==> src/rtl/spi_ram_arbiter.sv <==
// spi_ram_arbiter: shares one single-port sync RAM between the SPI slave
// command stream and a local parallel requester. SPI words pass through a
// 2-entry FIFO and keep address/data pairs atomic through a lock with a
// timeout. Local requests are expanded into the RAM's two-word protocol,
// and read data is returned to whichever side owns the outstanding read.
module spi_ram_arbiter #(
  parameter int ADDR_SIZE    = 8,
  parameter int LOCK_TIMEOUT = 64
) (
  input  logic                 clk,
  input  logic                 rst_n,
  input  logic [ADDR_SIZE+1:0] spi_rx_data,
  input  logic                 spi_rx_valid,
  output logic [7:0]           spi_dout,
  output logic                 spi_tx_valid,
  output logic [ADDR_SIZE+1:0] ram_din,
  output logic                 ram_rx_valid,
  input  logic [7:0]           ram_dout,
  input  logic                 ram_tx_valid,
  input  logic                 loc_req,
  input  logic                 loc_we,
  input  logic [ADDR_SIZE-1:0] loc_addr,
  input  logic [7:0]           loc_wdata,
  output logic                 loc_ack,
  output logic [7:0]           loc_rdata,
  output logic                 ovf_err
);

  localparam int CW    = ADDR_SIZE + 2;
  localparam int CNT_W = $clog2(LOCK_TIMEOUT + 1);

  localparam logic [1:0] OP_WADDR = 2'b00;
  localparam logic [1:0] OP_WDATA = 2'b01;
  localparam logic [1:0] OP_RADDR = 2'b10;
  localparam logic [1:0] OP_READ  = 2'b11;

  localparam logic [2:0] S_IDLE       = 3'd0;
  localparam logic [2:0] S_SPI_ISSUE  = 3'd1;
  localparam logic [2:0] S_SPI_RDWAIT = 3'd2;
  localparam logic [2:0] S_LOC_ADDR   = 3'd3;
  localparam logic [2:0] S_LOC_DATA   = 3'd4;
  localparam logic [2:0] S_LOC_RDWAIT = 3'd5;

  // SPI input FIFO
  logic [CW-1:0] fifo_mem_q [2];
  logic          wr_ptr_q, rd_ptr_q;
  logic [1:0]    count_q, count_d;
  logic          fifo_full, fifo_empty, push, pop;
  logic          ovf_q;

  // Sequencer and registered outputs
  logic [2:0]       state_q, state_d;
  logic             lock_q, lock_d;
  logic [CNT_W-1:0] cnt_q, cnt_d;
  logic [CW-1:0]    ram_din_q, ram_din_d;
  logic             ram_rx_valid_q, ram_rx_valid_d;
  logic [7:0]       spi_dout_q, spi_dout_d;
  logic             spi_tx_valid_q, spi_tx_valid_d;
  logic             loc_ack_q, loc_ack_d;
  logic [7:0]       loc_rdata_q, loc_rdata_d;
  logic [1:0]       issue_op;

  assign fifo_full  = (count_q == 2'd2);
  assign fifo_empty = (count_q == 2'd0);
  // A word arriving while the FIFO is full is dropped and flagged.
  assign push       = spi_rx_valid && !fifo_full;
  assign pop        = (state_q == S_IDLE) && !fifo_empty;
  // Opcode of the SPI word currently on ram_din (valid in S_SPI_ISSUE).
  assign issue_op   = ram_din_q[CW-1 -: 2];

  // FIFO entry storage.
  // NOTE: FIFO storage is not reset; count_q alone says which entries are valid.
  always_ff @(posedge clk) begin
    if (push) fifo_mem_q[wr_ptr_q] <= spi_rx_data;
  end

  // FIFO occupancy: a simultaneous push and pop leaves the count unchanged.
  always_comb begin
    // NOTE: every always_comb output gets a default first so no latch is inferred.
    count_d = count_q;
    unique case ({push, pop})
      2'b10:   count_d = count_q + 2'd1;
      2'b01:   count_d = count_q - 2'd1;
      default: count_d = count_q;
    endcase
  end

  // FIFO pointers, occupancy and the sticky overflow flag.
  always_ff @(posedge clk or negedge rst_n) begin
    // NOTE: sequential state uses non-blocking assignments so every flop samples pre-edge values.
    if (!rst_n) begin
      wr_ptr_q <= 1'b0;
      rd_ptr_q <= 1'b0;
      count_q  <= 2'd0;
      ovf_q    <= 1'b0;
    end else begin
      if (push) wr_ptr_q <= ~wr_ptr_q;
      if (pop)  rd_ptr_q <= ~rd_ptr_q;
      count_q <= count_d;
      if (spi_rx_valid && fifo_full) ovf_q <= 1'b1;
    end
  end

  // Sequencer: picks the next RAM word, tracks the SPI pair lock and routes read data.
  always_comb begin
    state_d        = state_q;
    lock_d         = lock_q;
    cnt_d          = cnt_q;
    ram_din_d      = ram_din_q;
    ram_rx_valid_d = 1'b0;
    spi_dout_d     = spi_dout_q;
    spi_tx_valid_d = 1'b0;
    loc_ack_d      = 1'b0;
    loc_rdata_d    = loc_rdata_q;

    // An open SPI pair is abandoned after LOCK_TIMEOUT cycles (e.g. SS_n
    // dropped between the address and data words).
    if (lock_q) begin
      if (cnt_q == CNT_W'(LOCK_TIMEOUT - 1)) lock_d = 1'b0;
      else                                   cnt_d  = cnt_q + CNT_W'(1);
    end

    unique case (state_q)
      S_IDLE: begin
        if (!fifo_empty) begin
          state_d        = S_SPI_ISSUE;
          ram_din_d      = fifo_mem_q[rd_ptr_q];
          ram_rx_valid_d = 1'b1;
        end else if (loc_req && !lock_q && !loc_ack_q) begin
          // loc_ack_q guards the cycle where the requester still holds
          // loc_req for the transaction that has just been acknowledged.
          state_d        = S_LOC_ADDR;
          ram_din_d      = {(loc_we ? OP_WADDR : OP_RADDR), loc_addr};
          ram_rx_valid_d = 1'b1;
        end
      end
      S_SPI_ISSUE: begin
        if (!issue_op[0]) begin
          lock_d = 1'b1;
          cnt_d  = '0;
        end else begin
          lock_d = 1'b0;
        end
        state_d = (issue_op == OP_READ) ? S_SPI_RDWAIT : S_IDLE;
      end
      S_SPI_RDWAIT: begin
        if (ram_tx_valid) begin
          spi_dout_d     = ram_dout;
          spi_tx_valid_d = 1'b1;
          state_d        = S_IDLE;
        end
      end
      S_LOC_ADDR: begin
        state_d        = S_LOC_DATA;
        ram_din_d      = loc_we ? {OP_WDATA, ADDR_SIZE'(loc_wdata)}
                                : {OP_READ, {ADDR_SIZE{1'b0}}};
        ram_rx_valid_d = 1'b1;
      end
      S_LOC_DATA: begin
        if (loc_we) begin
          loc_ack_d = 1'b1;
          state_d   = S_IDLE;
        end else begin
          state_d   = S_LOC_RDWAIT;
        end
      end
      S_LOC_RDWAIT: begin
        if (ram_tx_valid) begin
          loc_rdata_d = ram_dout;
          loc_ack_d   = 1'b1;
          state_d     = S_IDLE;
        end
      end
      default: state_d = S_IDLE;
    endcase
  end

  // Sequencer state and registered outputs.
  always_ff @(posedge clk or negedge rst_n) begin
    if (!rst_n) begin
      state_q        <= S_IDLE;
      lock_q         <= 1'b0;
      cnt_q          <= '0;
      ram_din_q      <= '0;
      ram_rx_valid_q <= 1'b0;
      spi_dout_q     <= 8'h00;
      spi_tx_valid_q <= 1'b0;
      loc_ack_q      <= 1'b0;
      loc_rdata_q    <= 8'h00;
    end else begin
      state_q        <= state_d;
      lock_q         <= lock_d;
      cnt_q          <= cnt_d;
      ram_din_q      <= ram_din_d;
      ram_rx_valid_q <= ram_rx_valid_d;
      spi_dout_q     <= spi_dout_d;
      spi_tx_valid_q <= spi_tx_valid_d;
      loc_ack_q      <= loc_ack_d;
      loc_rdata_q    <= loc_rdata_d;
    end
  end

  assign ram_din      = ram_din_q;
  assign ram_rx_valid = ram_rx_valid_q;
  assign spi_dout     = spi_dout_q;
  assign spi_tx_valid = spi_tx_valid_q;
  assign loc_ack      = loc_ack_q;
  assign loc_rdata    = loc_rdata_q;
  assign ovf_err      = ovf_q;

endmodule

==> config.mk <==
export PLATFORM = sky130hd
export DESIGN_NAME = spi_ram_arbiter
export DESIGN_NICKNAME = d
export VERILOG_FILES = /design/src/rtl/spi_ram_arbiter.sv
export SDC_FILE = /design/constraint.sdc
export NUM_CORES = 1
export LEC_CHECK = 0
export ABC_AREA = 1
export BUFFER_PORTS_ARGS = -buffer_cell sky130_fd_sc_hd__buf_2
export CAP_MARGIN = 25
export CORE_UTILIZATION = 57
export CTS_CLUSTER_DIAMETER = 80
export DETAILED_ROUTE_END_ITERATION = 8
export PLACE_DENSITY = 0.84
export RECOVER_POWER = 100
export SYNTH_ARGS = -nofsm -noshare
export SYNTH_HDL_FRONTEND = slang
export SYNTH_SLANG_ARGS = --single-unit
==> constraint.sdc <==
create_clock -name clk -period 3.1 [get_ports clk]
set_clock_uncertainty 0.15 [all_clocks]
set_input_delay 0.31 -clock clk [delete_from_list [all_inputs] [get_ports clk]]
set_output_delay 0.31 -clock clk [all_outputs]
set_load 0.005 [all_outputs]
==> flow_summary.toml, run 1 <==
[outcome]
outcome = "complete, no violations"

[placement]
io_buffers = 69
dpl-instance-area_um2 = 3320
place.gp.congestion = 0.821
hpwl_mm = 4.08
place_ws_ps = 900

[setup_path]
worstPathMaxFanout = 12
crit_family = "simple AND/OR/NAND/NOR gates"
worst_ep_required_time_ps = 3160
crit_path_max_incr_delay_ps = 550
worst-path-buf-inv = 0
critPathArrivalTime_ps = 2290
cp-start-kind = "flip-flop"
setup.worst_path.class = "flip-flop to flip-flop"
path_cells = "nor2_1 -> nor3_1 -> ha_1 -> a21oi_1 -> o21ai_0 -> xor2_1"
r2r_start = "count_q[0]$_DFFE_PN0P_"
end_kind = "flip-flop"
critical_path.startpoint = "count_q[0]$_DFFE_PN0P_"
slowest_stage = "nor2_1"

[clock_tree]
htreeDepth = 3
postCtsResizedCells = 0
clkSinkCount = 65
cts_buffer_depth = 2
clk_latency_ps = 340
clkSlewWorstSetupHoldPaths_ps = 70
numCtsBuffers = 9
root_buffer = "clkbuf_8"
cts_tree = "yes"

[layout]
layout_common_cells = "nand2_1, buf_2, dfrtp_1"
drive_gt1_share_pct = 18.3
final_cell_area_um2 = 3540
post-route-util_pct = 73.1
fin_nets = 442
area_growth_pct = 19.9
antennaDiodeCount = 0
final_common_cell = "nand2_1"

[die]
die_w_um = 74.0
row_count = 25
pin_count = 70
die_area_um2 = 5480
coreArea_um2 = 4850
start_util_pct = 61.0
die_y_um = 74.0

[logic_synthesis]
syn_avg_cell_area_um2 = 9.07
synthTopCellsByArea = "dfrtp_1, edfxtp_1, nand2_1"
yosysWarnings = 0
synth.top_cell.area_share_pct = 38.1
seq_area_frac_synth_pct = 58.4
yosysTopAreaCell = "dfrtp_1"
synth_area_um2 = 2960
synth-seq-cells = 65
syn-instance-count = 326
syn_nets = 368
synth.distinct_cells = 28

[sta]
maxSlewViolCount = 0
post-route-min-period_ps = 2230
hold_violations = 0
fmax_mhz = 449
fin_crit_sh_pct = 71.8
layout_setup_ws_ps = 873
rsz0062_at_grt = "no"
max-slew-margin-rel_pct = 45.9
setup_viol = 0
worstMarginPinSlew_ps = 808
fin_setup_tns_ps = 0

[drt]
via_per_inst = 5.10
post_drt_wl_per_cell_um = 12.5
firstDrtPassIters = 4
finalWirelength_mm = 5.88
antenna_left = 0
drc_errors = 0
drt_iter0_markers = 125
vias = 2407

[global_route]
grt_max_degree = 46
grt_pass1_wl_mm = 9.54
grt_usage_pct = 23.7
grt_overflow = 0
grt_pass1_vias = 2236
antenna_found_initial = 0

[job]
maxCapViolCount = 0

[power]
power.density_nw_per_um2 = 990
leakage_uw = 0.00178
power_uw = 3510
ir_drop_mv = 0.556

[hold_path]
hp-start = "spi_rx_data[2]"
hold_class = "input port to flip-flop"
[logic make-up after synthesis]
| logic type | share of synthesized area, % |
|---|---|
| simple gates | 25.8 |
| flops | 58.4 |
| buf+inv | 6.65 |
| compound gates | 7.07 |
| xor+xnor | 1.19 |
| fa+ha+maj | 0.847 |
[routing by layer]
metal | track usage, % | routed length (um)
met1 | 29.5 | 2570
met5 | 0 | 0
met4 | 13.2 | 152
met2 | 38.3 | 2860
met3 | 5.83 | 298
[sequential cells by signal, summed over array words and instances (netlist names), 2 cells and up]
signal,cells
state_q,3
ram_din,10
loc_rdata,8
cnt_q,7
spi_dout,8
fifo_mem_q,20
count_q,2
[area by class of cell]
class | instances | area, um2
Clock buffer | 9 | 124
Clock inverter | 7 | 95.1
Fill cell | 364 | 1310
Inverter | 34 | 128
Multi-Input combinational cell | 214 | 985
Sequential cell | 65 | 1730
Tap cell | 67 | 83.8
Timing Repair Buffer | 76 | 400
[Yosys cell counts]
cell type  number
nor2_1         15
inv_2           3
nor2_2          2
buf_2           7
a21oi_1         7
o21ai_1         1
nand2_1       106
o31ai_1         2
a31o_2          1
nand2_2         1
nand3b_1        2
buf_4           3
o21ai_2         8
edfxtp_1       20
nor3_1          2
or2_1           1
xor2_1          3
xnor2_1         1
nand4_1         5
clkbuf_1        3
o21ai_0        15
dfrtp_1        45
clkinv_1        1
inv_1          30
nor2_4          2
nand3_2         3
nand3_1        35
ha_1            2
[through the flow]
stage | cells | hold slack, ps
global placement | 449 | 311
floorplan | 326 | -136
CTS | 471 | 1.38
global route | 472 | 5.77
detailed placement | 449 | 318
finish | 472 | 10.8
[power breakdown]
group          total, uW  leakage, uW  switching, uW  internal [uW]
logic               1260     0.000925            789            476
clock network        777     0.000109            325            452
registers           1470     0.000749            238           1230
[timing repair]
action	4_1_cts	5_1_grt
setup endpoints to repair	0	0
hold buffers	6	0
buffers inserted	0	0
hold endpoints to repair	50	0
[final timing paths]
check,to,slack (ps),cells past startpoint
max reg2reg,count_q[1]$_DFFE_PN0P_,870,6
max,count_q[1]$_DFFE_PN0P_,870,6
min reg2reg,loc_rdata[1]$_DFFE_PN0P_,330,2
min in group asynchronous,ram_din[5]$_DFFE_PN0P_,160,2
min,fifo_mem_q[1][2]$_DFFE_PP_,10,1
max in group asynchronous,spi_dout[3]$_DFFE_PN0P_,2180,3
No activity file was read; power rests on OpenSTA's default activity.
==> run 2: changes to the inputs <==
--- a/config.mk
+++ b/config.mk
@@ -5,13 +5,13 @@
 export SDC_FILE = /design/constraint.sdc
 export NUM_CORES = 1
 export LEC_CHECK = 0
-export ABC_AREA = 1
+export ABC_AREA = 0
 export BUFFER_PORTS_ARGS = -buffer_cell sky130_fd_sc_hd__buf_2
 export CAP_MARGIN = 25
-export CORE_UTILIZATION = 57
+export CORE_UTILIZATION = 52
 export CTS_CLUSTER_DIAMETER = 80
 export DETAILED_ROUTE_END_ITERATION = 8
-export PLACE_DENSITY = 0.84
+export PLACE_DENSITY = 0.78
 export RECOVER_POWER = 100
 export SYNTH_ARGS = -nofsm -noshare
 export SYNTH_HDL_FRONTEND = slang
==> constraint.sdc (replaced) <==
create_clock -name clk -period 2.3 [get_ports clk]
set_clock_uncertainty 0.15 [all_clocks]
set_input_delay 0.23 -clock clk [delete_from_list [all_inputs] [get_ports clk]]
set_output_delay 0.23 -clock clk [all_outputs]
set_load 0.005 [all_outputs]
==> run 2 against run 1 <==
Net effect:
- hold slack better by 3.6 ps
- largest power group unchanged
- critical path depth down 2
- sequential power up 33%
- critical endpoint is now ram_din[2]$_DFFE_PN0P_
- synthesized cell count down 35%
- final area about the same
- non-clock buffer count up 19
- setup slack worse by 700 ps
- register-to-register slack worse by 700 ps
- first-iteration DRC count down 32%
- critical path type unchanged
==> flow_summary.toml, run 2 <==
[layout]
fillCellCount = 445
drive_gt1_share_pct = 27.6
fin_cells = 385
multiInputGateArea_um2 = 996
area_growth_pct = 26.4
final_common_cell = "dfrtp_1"
fin_nets = 352
post-route-util_pct = 68.9
seq_area_um2 = 1730
layout_common_cells = "dfrtp_1, buf_2, clkbuf_1"
top_register = "fifo_mem_q"
antennaDiodeCount = 0
largest_reg_flops = 20

[clock_tree]
clk_latency_ps = 330
clkSinkCount = 65
postCtsResizedCells = 0
root_buffer = "clkbuf_8"
cts_tree = "yes"
cts_buffer_depth = 2
numCtsBuffers = 9
htreeDepth = 3
clkSlewWorstSetupHoldPaths_ps = 70

[logic_synthesis]
synthTopCellsByCount = "dfrtp_1, mux2_2, edfxtp_1, o21ai_0, nor2_1"
synth-seq-cells = 65
seq_area_frac_synth_pct = 61.6
yosysTopAreaCell = "dfrtp_1"
ys.flop_type = "dfrtp_1"
syn_avg_cell_area_um2 = 13.3
synthTopCellsByArea = "dfrtp_1, edfxtp_1, mux2_2"
synth_area_um2 = 2800
synth.most_common_cell = "dfrtp_1"
synth.distinct_cells = 40
async_flop_share_pct = 69.2
syn-instance-count = 211
synth-edff-count = 20
synth.top_cell.area_share_pct = 40.2
syn_nets = 253
yosysWarnings = 0

[global_route]
grt_max_degree = 27
grt_pass1_vias = 1961
grt_pass1_wl_mm = 8.80
antenna_found_initial = 0
grt_usage_pct = 21.4
grt_overflow = 0

[placement]
place.gp.congestion = 0.839
io_buffers = 69
hpwl_mm = 3.94
dp_cells = 351

[drt]
via_per_inst = 5.16
drc_errors = 0
drt_iter0_markers = 85
finalWirelength_mm = 5.59
vias = 1986
antenna_left = 0
post_drt_wl_per_cell_um = 14.5
firstDrtPassIters = 4

[power]
ir_drop_mv = 0.688
power_uw = 4540
power.density_nw_per_um2 = 1280
leakage_uw = 0.00149

[setup_path]
end_kind = "flip-flop"
worst_ep_required_time_ps = 2370
crit_path_max_incr_delay_ps = 490
path_cells = "or2_0 -> a21oi_1 -> o21ai_4 -> mux2_2"
cp-start-kind = "flip-flop"
setup.worst_path.class = "flip-flop to flip-flop"
worstPathMaxFanout = 13
slowest_stage = "or2_0"
critPathArrivalTime_ps = 2190

[sta]
worstMarginPinSlew_ps = 1390
max-slew-margin-rel_pct = 7.37
hold_violations = 0
maxSlewViolCount = 0
fin_setup_tns_ps = 0
setup_viol = 0
fin_crit_sh_pct = 92.3
rsz0062_at_grt = "no"
post-route-min-period_ps = 2120
fmax_mhz = 471

[job]
maxCapViolCount = 0

[die]
start_util_pct = 54.5
die_w_um = 75.4
row_count = 26
coreArea_um2 = 5140
die_area_um2 = 5690
die_y_um = 75.4
pin_count = 70

[hold_path]
hold_class = "input port to flip-flop"

[outcome]
outcome = "complete, no violations"
[run 2: area by class of cell]
| cell class | count | share of cell area, % |
|---|---|---|
| Sequential cell | 65 | 48.8 |
| Inverter | 4 | 0.424 |
| Clock buffer | 10 | 3.60 |
| Timing Repair Buffer | 95 | 14.9 |
| Multi-Input combinational cell | 135 | 28.1 |
| Tap cell | 70 | 2.47 |
| Clock inverter | 6 | 1.66 |
[run 2: final timing paths]
path	depth (start not counted)	start	slack, ps	endpoint
max	4	count_q[0]$_DFFE_PN0P_	180	ram_din[2]$_DFFE_PN0P_
min	2	ram_dout[6]	10	spi_dout[6]$_DFFE_PN0P_
max reg2reg	4	count_q[0]$_DFFE_PN0P_	180	ram_din[2]$_DFFE_PN0P_
min reg2reg	1	ovf_err$_DFFE_PN0P_	330	ovf_err$_DFFE_PN0P_
max in group asynchronous	3	rst_n	400	loc_rdata[3]$_DFFE_PN0P_
min in group asynchronous	2	rst_n	590	ram_din[7]$_DFFE_PN0P_
[run 2: critical path, delay by kind of cell (launching register included)]
family,cells,cell delay (ps)
flip-flops,1,430
AO/OA/AOI/OAI,2,560
AND/OR/NAND/NOR,1,490
multiplexers,1,380
[run 2: cells by family after synthesis]
| family | Yosys count | share of synthesized area, % |
|---|---|---|
| simple gates | 49 | 10.0 |
| xor+xnor | 7 | 2.19 |
| compound gates | 49 | 12.0 |
| mux | 28 | 11.2 |
| fa+ha+maj | 2 | 0.893 |
| flops | 65 | 61.6 |
| buf+inv | 11 | 2.10 |
[run 2: metrics by stage]
| stage | setup slack (ps) | hold slack (ps) | area, um2 |
|---|---|---|---|
| detailed placement | 233 | 112 | 3250 |
| global route | 39.0 | 4.42 | 3540 |
| floorplan | 504 | -216 | 2800 |
| finish | 177 | 14.4 | 3540 |
| global placement | 294 | 107 | 3250 |
| CTS | 233 | 7.22 | 3620 |
[run 2: timing repair]
item                                   CTS  global route
endpoints found under the hold margin   55             0
setup buffers                            0             0
hold buffers                            18             0
[run 2: layer usage]
layer,up-vias,GRT usage (%),wire length (um)
li1,978,-,-
met1,962,28.5,2540
met2,44,34.3,2820
met3,2,7.01,194
met4,0,5.35,32
met5,-,0,0
[run 2: where the power goes]
group          leakage (uW)  total [uW]  switching, uW  internal [uW]
Combinational      0.000654        1660            815            845
Sequential         0.000740        1960            312           1650
Clock             0.0000998         914            419            495
==> run 3: changes to the inputs <==
--- a/config.mk
+++ b/config.mk
@@ -12,7 +12,7 @@
 export CTS_CLUSTER_DIAMETER = 80
 export DETAILED_ROUTE_END_ITERATION = 8
 export PLACE_DENSITY = 0.78
-export RECOVER_POWER = 100
+export RECOVER_POWER = 50
 export SYNTH_ARGS = -nofsm -noshare
 export SYNTH_HDL_FRONTEND = slang
 export SYNTH_SLANG_ARGS = --single-unit
==> run 3 against run 2 <==
Net effect:
- critical path depth is the same
- first-iteration DRC count rose by 3.5%
- setup slack better by 57 ps
- clock-buffer cell count stayed put
- critical path type unchanged
- critical endpoint is now ram_din[7]$_DFFE_PN0P_
- largest cell class unchanged
==> flow_summary.toml, run 3 (same netlist as run 2, synthesis figures left out) <==
[global_route]
grt_overflow = 0
grt_max_degree = 27
antenna_found_initial = 0
grt_usage_pct = 21.4
grt_pass1_wl_mm = 8.80
grt_pass1_vias = 1961

[layout]
largest_reg_flops = 20
final_common_cell = "dfrtp_1"
top_register = "fifo_mem_q"
antennaDiodeCount = 0
fillCellCount = 437
layout_common_cells = "dfrtp_1, buf_2, clkbuf_1"
multiInputGateArea_um2 = 1020
area_growth_pct = 27.8
drive_gt1_share_pct = 30.5
seq_area_um2 = 1730
final_cell_area_um2 = 3580
fin_nets = 352

[sta]
fin_crit_sh_pct = 89.8
fin_setup_tns_ps = 0
setup_viol = 0
hold_slack_ps = 17.9
fmax_mhz = 484
post-route-min-period_ps = 2070
rsz0062_at_grt = "no"
worstMarginPinSlew_ps = 1400
max-slew-margin-rel_pct = 6.90
hold_violations = 0
maxSlewViolCount = 0

[power]
p_comb_share_pct = 37.3
p_int_uw = 3040
ir_drop_mv = 0.688
pwr-share-clk_pct = 19.9
leakage_uw = 0.00152
power_uw = 4590
power.density_nw_per_um2 = 1280
switching_power_uw = 1550
seqPwrFrac_pct = 42.9
switching_share_pct = 33.8

[clock_tree]
clkSlewWorstSetupHoldPaths_ps = 70
clk_latency_ps = 320
numCtsBuffers = 9
post_cts_buffers = 0
htreeDepth = 3
root_buffer = "clkbuf_8"
cts_tree = "yes"
clkSinkCount = 65
cts_buffer_depth = 2

[setup_path]
setup.worst_path.class = "flip-flop to flip-flop"
worst-path-buf-inv = 0
slowest_stage = "dfrtp_1"
critPathArrivalTime_ps = 2190
reg2reg_depth = 4
worstPathMaxFanout = 13
worst_ep_required_time_ps = 2420
rrSetupSlack_ps = 230
path_depth = 4
cp-start-kind = "flip-flop"
crit_path_end = "ram_din[7]$_DFFE_PN0P_"
end_kind = "flip-flop"
crit_path_max_incr_delay_ps = 570
critical_path.startpoint = "state_q[0]$_DFFE_PN0P_"
r2r_start = "state_q[0]$_DFFE_PN0P_"
crit_family = "simple AND/OR/NAND/NOR gates"
path_cells = "nand3b_1 -> nor2_1 -> o2bb2ai_1 -> mux2_2"
r2r_end = "ram_din[7]$_DFFE_PN0P_"

[drt]
post_drt_wl_per_cell_um = 14.5
drc_errors = 0
antenna_left = 0
finalWirelength_mm = 5.59
firstDrtPassIters = 4
drt_iter0_markers = 88
vias = 1986
via_per_inst = 5.16

[die]
die_w_um = 75.4
pin_count = 70
die_y_um = 75.4
start_util_pct = 54.5
row_count = 26
die_area_um2 = 5690
coreArea_um2 = 5140

[placement]
place.gp.congestion = 0.839
dpl-instance-area_um2 = 3250
io_buffers = 69
hpwl_mm = 3.94

[outcome]
outcome = "complete, no violations"

[job]
maxCapViolCount = 0

[hold_path]
hold_class = "input port to flip-flop"
hp-start = "ram_dout[6]"
run 3: cell count changes in the layout (fill, tap and decap cells not counted):
cell and delta:
or3_4 +1, o311ai_0 -1, or2_1 +1, or2_2 +1, buf_4 +5, buf_2 +3, clkbuf_2 -2, clkbuf_1 -6
or2_0 -2, nor4b_4 +1, nor4b_1 -1, or3_1 -1, o311ai_1 +1
run 3: worst min-delay path by stage:
| stage | endpoint | slack (ps) | depth (start not counted) |
|---|---|---|---|
| 6_report | spi_dout[6]$_DFFE_PN0P_ | 20 | 2 |
| 2_1_floorplan | cnt_q[0]$_DFF_PN0_ | -220 | 0 |
| 4_1_cts | spi_dout[6]$_DFFE_PN0P_ | 7 | 2 |
| 3_5_place_dp | ram_din[7]$_DFFE_PN0P_ | 110 | 1 |
| 3_3_place_gp | ram_din[7]$_DFFE_PN0P_ | 110 | 1 |
| 5_1_grt | spi_dout[6]$_DFFE_PN0P_ | 4 | 2 |
run 3: cell type report:
| class | count | share of cell area, % |
|---|---|---|
| clock inverter | 6 | 1.64 |
| tap | 70 | 2.45 |
| inverter | 4 | 0.419 |
| sequential | 65 | 48.2 |
| timing repair buffer | 95 | 15.3 |
| multi-input combinational | 135 | 28.4 |
| clock buffer | 10 | 3.56 |
run 3: what timing repair did:
action / 4_1_cts / 5_1_grt
resized for setup: 0 / 0
hold endpoints to repair: 55 / 0
hold buffers: 18 / 0
run 3: per-layer routing:
metal / GRT usage (%) / up-vias / share of wire, %
li1: - / 979 / -
met1: 28.5 / 968 / 45
met2: 34.3 / 37 / 51
met3: 7.01 / 2 / 3.1
met4: 5.35 / 0 / 0.57
met5: 0 / - / 0
run 3: power groups by stage:
| stage | clock network, uW | logic [uW] | registers (uW) |
|---|---|---|---|
| after global routing | 984 | 1910 | 2040 |
| after floorplan | 0 | 1230 | 1900 |
| after global placement | 0 | 1680 | 1960 |
| final | 912 | 1710 | 1970 |
| after detailed placement | 0 | 1730 | 1990 |
| after CTS | 932 | 1760 | 1970 |
run 3: metrics by stage:
step | setup WS, ps | utilization [%] | cells
floorplan | 504 | - | 211
global placement | 294 | 63.2 | 351
detailed placement | 233 | 63.2 | 351
CTS | 233 | 70.4 | 385
global route | 30.0 | 69.7 | 385
finish | 234 | 69.7 | 385
